File: src/rtl/muldiv_iter_unit_if.sv
// Request/result bundle between the execute stage and the iterative
// multiply/divide unit.
interface muldiv_iter_unit_if #(
  parameter int XLEN = 32
);
  logic            start_i;
  logic [2:0]      op_i;
  logic [XLEN-1:0] opa_i;
  logic [XLEN-1:0] opb_i;
  logic            annul_i;
  logic            busy_o;
  logic            ready_o;
  logic [XLEN-1:0] result_o;

  modport master (
    output start_i, op_i, opa_i, opb_i, annul_i,
    input  busy_o, ready_o, result_o
  );

  modport slave (
    input  start_i, op_i, opa_i, opb_i, annul_i,
    output busy_o, ready_o, result_o
  );
endinterface

File: src/rtl/muldiv_iter_unit.sv
// Iterative RV M-extension unit: shift-add multiply and restoring
// divide, one bit per cycle, sharing one 2*XLEN accumulator.
module muldiv_iter_unit #(
  parameter int XLEN  = 32,
  parameter int CNT_W = $clog2(XLEN) + 1
) (
  input logic               clk,
  input logic               rst,
  muldiv_iter_unit_if.slave bus
);

  localparam logic [XLEN-1:0] ONES = '1;
  localparam logic [XLEN-1:0] MIN  = {1'b1, {(XLEN-1){1'b0}}};

  typedef enum logic [1:0] {
    IDLE,
    CALC,
    DONE
  } state_t;

  state_t state_q, state_d;

  logic [2:0]        op_q;
  logic [XLEN-1:0]   b_q;
  logic              neg_q;
  logic [2*XLEN-1:0] acc_q;
  logic [CNT_W-1:0]  cnt_q;
  logic              ready_q;
  logic [XLEN-1:0]   res_q;

  logic            accept;
  logic            last;
  logic            a_sgn, b_sgn;
  logic            a_neg, b_neg;
  logic [XLEN-1:0] a_mag, b_mag;
  logic            is_div, div0, ovf, special;
  logic [XLEN-1:0] spec_res;
  logic            neg_in;

  logic [XLEN:0]     sum;
  logic [XLEN:0]     rem_sh;
  logic [XLEN-1:0]   diff;
  logic              ge;
  logic [2*XLEN-1:0] acc_nxt;

  logic [2*XLEN-1:0] prod;
  logic [XLEN-1:0]   quo, rem;
  logic [XLEN-1:0]   fin_res;

  assign accept = (state_q == IDLE) && bus.start_i && !bus.annul_i;
  assign last   = (cnt_q == CNT_W'(XLEN - 1));

  // Operand decode: signedness, magnitudes and single-cycle corner cases.
  always_comb begin
    a_sgn = 1'b0;
    b_sgn = 1'b0;
    unique case (bus.op_i)
      3'b000, 3'b001, 3'b100, 3'b110: begin
        a_sgn = 1'b1;
        b_sgn = 1'b1;
      end
      3'b010:  a_sgn = 1'b1;
      default: ;
    endcase
    a_neg  = a_sgn & bus.opa_i[XLEN-1];
    b_neg  = b_sgn & bus.opb_i[XLEN-1];
    a_mag  = a_neg ? -bus.opa_i : bus.opa_i;
    b_mag  = b_neg ? -bus.opb_i : bus.opb_i;
    is_div = bus.op_i[2];
    div0   = is_div && (bus.opb_i == '0);
    ovf    = is_div && !bus.op_i[0] &&
             (bus.opa_i == MIN) && (bus.opb_i == ONES);
    special = div0 || ovf;
    if (div0)
      spec_res = bus.op_i[1] ? bus.opa_i : ONES;
    else
      spec_res = bus.op_i[1] ? '0 : bus.opa_i;
    neg_in = (is_div && bus.op_i[1]) ? a_neg : (a_neg ^ b_neg);
  end

  // One iteration: add-and-shift-right or shift-left-and-subtract.
  always_comb begin
    sum    = {1'b0, acc_q[2*XLEN-1:XLEN]} +
             (acc_q[0] ? {1'b0, b_q} : '0);
    rem_sh = acc_q[2*XLEN-1:XLEN-1];
    ge     = rem_sh >= {1'b0, b_q};
    diff   = rem_sh[XLEN-1:0] - b_q;
    if (op_q[2])
      acc_nxt = {ge ? diff : rem_sh[XLEN-1:0],
                 acc_q[XLEN-2:0], ge};
    else
      acc_nxt = {sum, acc_q[XLEN-1:1]};
  end

  // Final sign fix-up and high/low select from the last iteration.
  always_comb begin
    prod = neg_q ? -acc_nxt : acc_nxt;
    quo  = acc_nxt[XLEN-1:0];
    rem  = acc_nxt[2*XLEN-1:XLEN];
    if (!op_q[2])
      fin_res = (op_q[1:0] == 2'b00) ? prod[XLEN-1:0]
                                     : prod[2*XLEN-1:XLEN];
    else if (op_q[1])
      fin_res = neg_q ? -rem : rem;
    else
      fin_res = neg_q ? -quo : quo;
  end

  // State register.
  always_ff @(posedge clk) begin
    if (rst) state_q <= IDLE;
    else     state_q <= state_d;
  end

  // Next-state logic; annul drops any operation in flight.
  always_comb begin
    state_d = state_q;
    unique case (state_q)
      IDLE: begin
        if (accept) state_d = special ? DONE : CALC;
      end
      CALC: begin
        if (bus.annul_i) state_d = IDLE;
        else if (last)   state_d = DONE;
      end
      DONE:    state_d = IDLE;
      default: state_d = IDLE;
    endcase
  end

  // Datapath registers: operand latch, iteration and result capture.
  always_ff @(posedge clk) begin
    if (rst) begin
      op_q    <= '0;
      b_q     <= '0;
      neg_q   <= 1'b0;
      acc_q   <= '0;
      cnt_q   <= '0;
      ready_q <= 1'b0;
      res_q   <= '0;
    end else begin
      ready_q <= 1'b0;
      unique case (state_q)
        IDLE: begin
          if (accept) begin
            op_q  <= bus.op_i;
            neg_q <= neg_in;
            cnt_q <= '0;
            b_q   <= is_div ? b_mag : a_mag;
            acc_q <= {{XLEN{1'b0}}, is_div ? a_mag : b_mag};
            if (special) begin
              res_q   <= spec_res;
              ready_q <= 1'b1;
            end
          end
        end
        CALC: begin
          if (!bus.annul_i) begin
            acc_q <= acc_nxt;
            cnt_q <= cnt_q + 1'b1;
            if (last) begin
              res_q   <= fin_res;
              ready_q <= 1'b1;
            end
          end
        end
        default: ;
      endcase
    end
  end

  assign bus.busy_o   = (state_q != IDLE);
  assign bus.ready_o  = ready_q;
  assign bus.result_o = res_q;

endmodule

File: src/flat_wrapper.sv
// flat-port wrapper written by rule: the top's interface ports become plain ports
module muldiv_iter_unit_flat 
#(
  parameter int XLEN  = 32,
  parameter int CNT_W = $clog2(XLEN) + 1
)
  (clk, rst, bus_start_i, bus_op_i, bus_opa_i, bus_opb_i, bus_annul_i, bus_busy_o, bus_ready_o, bus_result_o);
  muldiv_iter_unit_if #(.XLEN(XLEN)) bus_i ();
  input logic clk;
  input logic rst;
  input wire logic [$bits(bus_i.start_i)-1:0] bus_start_i;
  input wire logic [$bits(bus_i.op_i)-1:0] bus_op_i;
  input wire logic [$bits(bus_i.opa_i)-1:0] bus_opa_i;
  input wire logic [$bits(bus_i.opb_i)-1:0] bus_opb_i;
  input wire logic [$bits(bus_i.annul_i)-1:0] bus_annul_i;
  output wire logic [$bits(bus_i.busy_o)-1:0] bus_busy_o;
  output wire logic [$bits(bus_i.ready_o)-1:0] bus_ready_o;
  output wire logic [$bits(bus_i.result_o)-1:0] bus_result_o;
  assign bus_i.start_i = bus_start_i;
  assign bus_i.op_i = bus_op_i;
  assign bus_i.opa_i = bus_opa_i;
  assign bus_i.opb_i = bus_opb_i;
  assign bus_i.annul_i = bus_annul_i;
  assign bus_busy_o = bus_i.busy_o;
  assign bus_ready_o = bus_i.ready_o;
  assign bus_result_o = bus_i.result_o;
  muldiv_iter_unit #(.XLEN(XLEN), .CNT_W(CNT_W)) u_core (.clk(clk), .rst(rst), .bus(bus_i));
endmodule
File: config.mk
export PLATFORM = sky130hd
export DESIGN_NAME = muldiv_iter_unit_flat
export DESIGN_NICKNAME = d
export VERILOG_FILES = /design/src/rtl/muldiv_iter_unit_if.sv /design/src/rtl/muldiv_iter_unit.sv /design/src/flat_wrapper.sv
export SDC_FILE = /design/constraint.sdc
export NUM_CORES = 1
export LEC_CHECK = 0
export ABC_AREA = 1
export CORE_UTILIZATION = 50
export CTS_BUF_LIST = sky130_fd_sc_hd__clkbuf_4
export DETAILED_ROUTE_END_ITERATION = 8
export MAX_ROUTING_LAYER = met4
export PLACE_DENSITY = 0.69
export SLEW_MARGIN = 25
export SYNTH_ARGS = -nofsm -noshare
export SYNTH_HDL_FRONTEND = slang
export SYNTH_SLANG_ARGS = --single-unit
File: constraint.sdc
create_clock -name clk -period 4.2 [get_ports clk]
set_input_delay 0.84 -clock clk [delete_from_list [all_inputs] [get_ports clk]]
set_output_delay 0.84 -clock clk [all_outputs]
set_load 0.05 [all_outputs]
==> impl_results.md <==
* Status: finished with violations
* Failing checks: design-rule violations
* Worst-skew pair later-pin latency at between 600 and 700 ps
* Layout Skew at 45.2 ps
* Hold depth at 2
* Hold Worst Slack at 476 ps
* Die height at 193 um
* Routed vias at 23900
* All-Layer GR Usage at 47.1%
* DR iter-0 viols at 3724
* RSZ-0062 raised after global routing: true
* Critical Path Fanout Max at 23
* Cells after DPL at 3883
* Final Max Slew Viols at 0
* Routed len/inst at 22.3 um
* Setup WS post-layout at 145 ps
* Routed WL at 87500 um
* Gp weighted congestion at 1.16
* Critical Path AT at roughly 4600 ps
* Final-report hold violation count at 0
* DRC Markers at 4
* PortBufs at roughly 100
* Post-Syn Nets at approximately 3400
* Row cnt at 69
* Layout Utilization at 60.6%
* Worst-margin pin slew at 980 ps
* Commonest non-fill, non-tap cell in the layout: nand2_1
* Non-Filler Instances at between 3000 and 4000
* Root buf cell: clkbuf_4
* Final setup vio count at 0
* Setup TNS at 0 ps
* First-pass DRT Iterations at 9
* Max Cap Violations at 0
* Hold Crit Class: register to register
* DP Worst Slack at -28.4 ps
* IO Count at 105
* Vias in the first global route at 22400
* WP data required at between 4000 and 5000 ps
* CTS Buf Count at 17
* Synthesized area at 18300 um2
* Vias/cell at 6.07
* Critical Path End Type: register
* Initial antenna violation count at 3
* Layout area overhead at 18.6%
* Global route overflow at 0
* CTS clk-pin slew, worst paths at 160 ps
* CTS Hold Bufs at 0
* Fin crit share at 96.6%
* Minimum clock period at 4060 ps
* Ys Warns at 0
* Peak supply drop at 0.283 mV
* Clock sink count at 141
* Mapped Cells at 3298
* Synthesized area per cell at 5.56 um2
* Placed cell area at around 20000 um2
* Core footprint at 35800 um2
* CTS tree: built
* Share of layout cells above drive strength 1 at around 15%
* Filler Cell Count at about 3600
* Fmax at 247 MHz
* First-pass GRT wire length at 130000 um
* Worst setup SP type: register
* Pwr dens at 280 nW/um2
* Flops & latches, synth at around 140
* Initial Util at between 50% and 60%
* Post-route ant nets at 0
* Die X-Extent at a little under 200 um
* Path depth of the worst reg2reg path at 26
* Slew margin rel. at 34.7%
* Pin count of the biggest net entering global routing at 114
* Sequential fraction of the synthesis area at roughly 15%
* Post-DP HPWL at 69500 um
* CP Class: register to register
* Distinct cell type count after synthesis at between 50 and 60
* Htree depth at 4
* Total power at 6.09 mW
* Fin area at 21700 um2
* Final #Nets at 3600
* DIE AREA at 37400 um2
* Most frequent cells in the layout: nand2_1, inv_1, nand3_1
* CTS max path bufs at 2
* Leakage at 10.5 nW
## cells in the mapped netlist (all sizes together)
cell,number,area (um2)
nand2,1059,4100
inv,488,1830
nor2,318,1350
nand3,286,1510
o21ai,196,1020
a21oi,177,935
dfxtp,141,2820
clkbuf,90,338
ha,70,876
xor2,62,543
nand4,47,300
xnor2,39,342
nor3,35,205
buf,34,233
o211ai,34,255
maj3,28,280
a31oi,26,163
o21a,25,188
nand3b,22,165
or2,21,131
o221ai,16,140
nor4,13,81.3
o21bai,12,93.8
a22oi,10,75.1
o22ai,10,62.6
clkinv,8,30.0
o31ai,8,60.1
and2,5,31.3
a221oi,3,26.3
and3,3,18.8
a21o,2,15.0
fa,2,40.0
nor3b,2,15.0
o2111ai,2,17.5
or3,2,12.5
a21boi,1,7.51
o311ai,1,8.76
## where the power goes
part           switching (mW)  internal, mW
Clock                   0.606         0.609
Sequential             0.0624          1.42
Combinational            2.32          1.07
Total                    2.99          3.10
## layout make-up
| type | count | area (um2) | area share [%] |
|---|---|---|---|
| antenna | 2 | 5.00 | 0.0230 |
| clock buffer | 20 | 150 | 0.691 |
| clock inverter | 12 | 218 | 1.00 |
| inverter | 496 | 1860 | 8.58 |
| multi-input combinational | 2537 | 13700 | 63.3 |
| sequential | 141 | 2900 | 13.4 |
| tap | 461 | 577 | 2.66 |
| timing repair buffer | 264 | 2270 | 10.4 |
## worst paths after layout
path                                        from                              endpoint  slack (ps)
min          u_core.bus.result_o[7]$_SDFFE_PP0P_   u_core.bus.result_o[7]$_SDFFE_PP0P_         480
max reg2reg         u_core.acc_q[0]$_SDFFE_PP0P_  u_core.bus.result_o[30]$_SDFFE_PP0P_         140
min reg2reg  u_core.bus.result_o[7]$_SDFFE_PP0P_   u_core.bus.result_o[7]$_SDFFE_PP0P_         480
max                 u_core.acc_q[0]$_SDFFE_PP0P_  u_core.bus.result_o[30]$_SDFFE_PP0P_         140
## worst max-delay path, stage by stage (launching register included)
cell and delay (ps):
dfxtp_2 350, buf_4 170, buf_12 160, nand2_1 80
inv_1 90, ha_1 370, nand2_1 120, nor2_2 220
nand3_1 160, nand3_4 160, nand2_1 90, nand2_1 80
nand2_1 50, nand3_1 140, nand3_2 200, buf_4 210
nor2_4 120, nand2_2 90, nor2_2 210, nand3_1 150
nand2_1 160, nand2_1 70, nand2_1 70, nand3_1 70
nand2_1 90, nand3_1 100, a21oi_1 180
## sequential cells by signal, indices dropped and copies added (netlist names)
| signal | cells |
|---|---|
| u_core.bus.ready_o | 1 |
| u_core.state_q | 2 |
| u_core.b_q | 32 |
| u_core.neg_q | 1 |
| u_core.acc_q | 64 |
| u_core.cnt_q | 6 |
| u_core.bus.result_o | 32 |
| u_core.op_q | 3 |
## metal layers
layer / vias to the layer above / GRT usage (%) / wire length, um
met3: 468 / 11.1 / 10400
met2: 1725 / 72.5 / 37400
met1: 10800 / 52.5 / 31000
met4: 0 / 37.5 / 8640
met5: - / - / 0
li1: 10900 / - / -
## cell families after synthesis
kind of cell | count (synthesis) | synth area share (%)
and+or+nand+nor | 1813 | 43.2
buffers and inverters | 620 | 13.3
AOI/OAI and AO/OA | 523 | 16.7
DFF | 141 | 15.4
xor gates and xnor gates | 101 | 4.83
adders and majority gates | 100 | 6.53
## repair_timing
action / 4_1_cts / 5_1_grt
gates cloned: 0 / 0
pin swaps: 4 / 18
setup buffers: 2 / 14
resized for setup: 12 / 197
setup endpoints to repair: 3 / 28
Power figures use the tool's default switching activity.
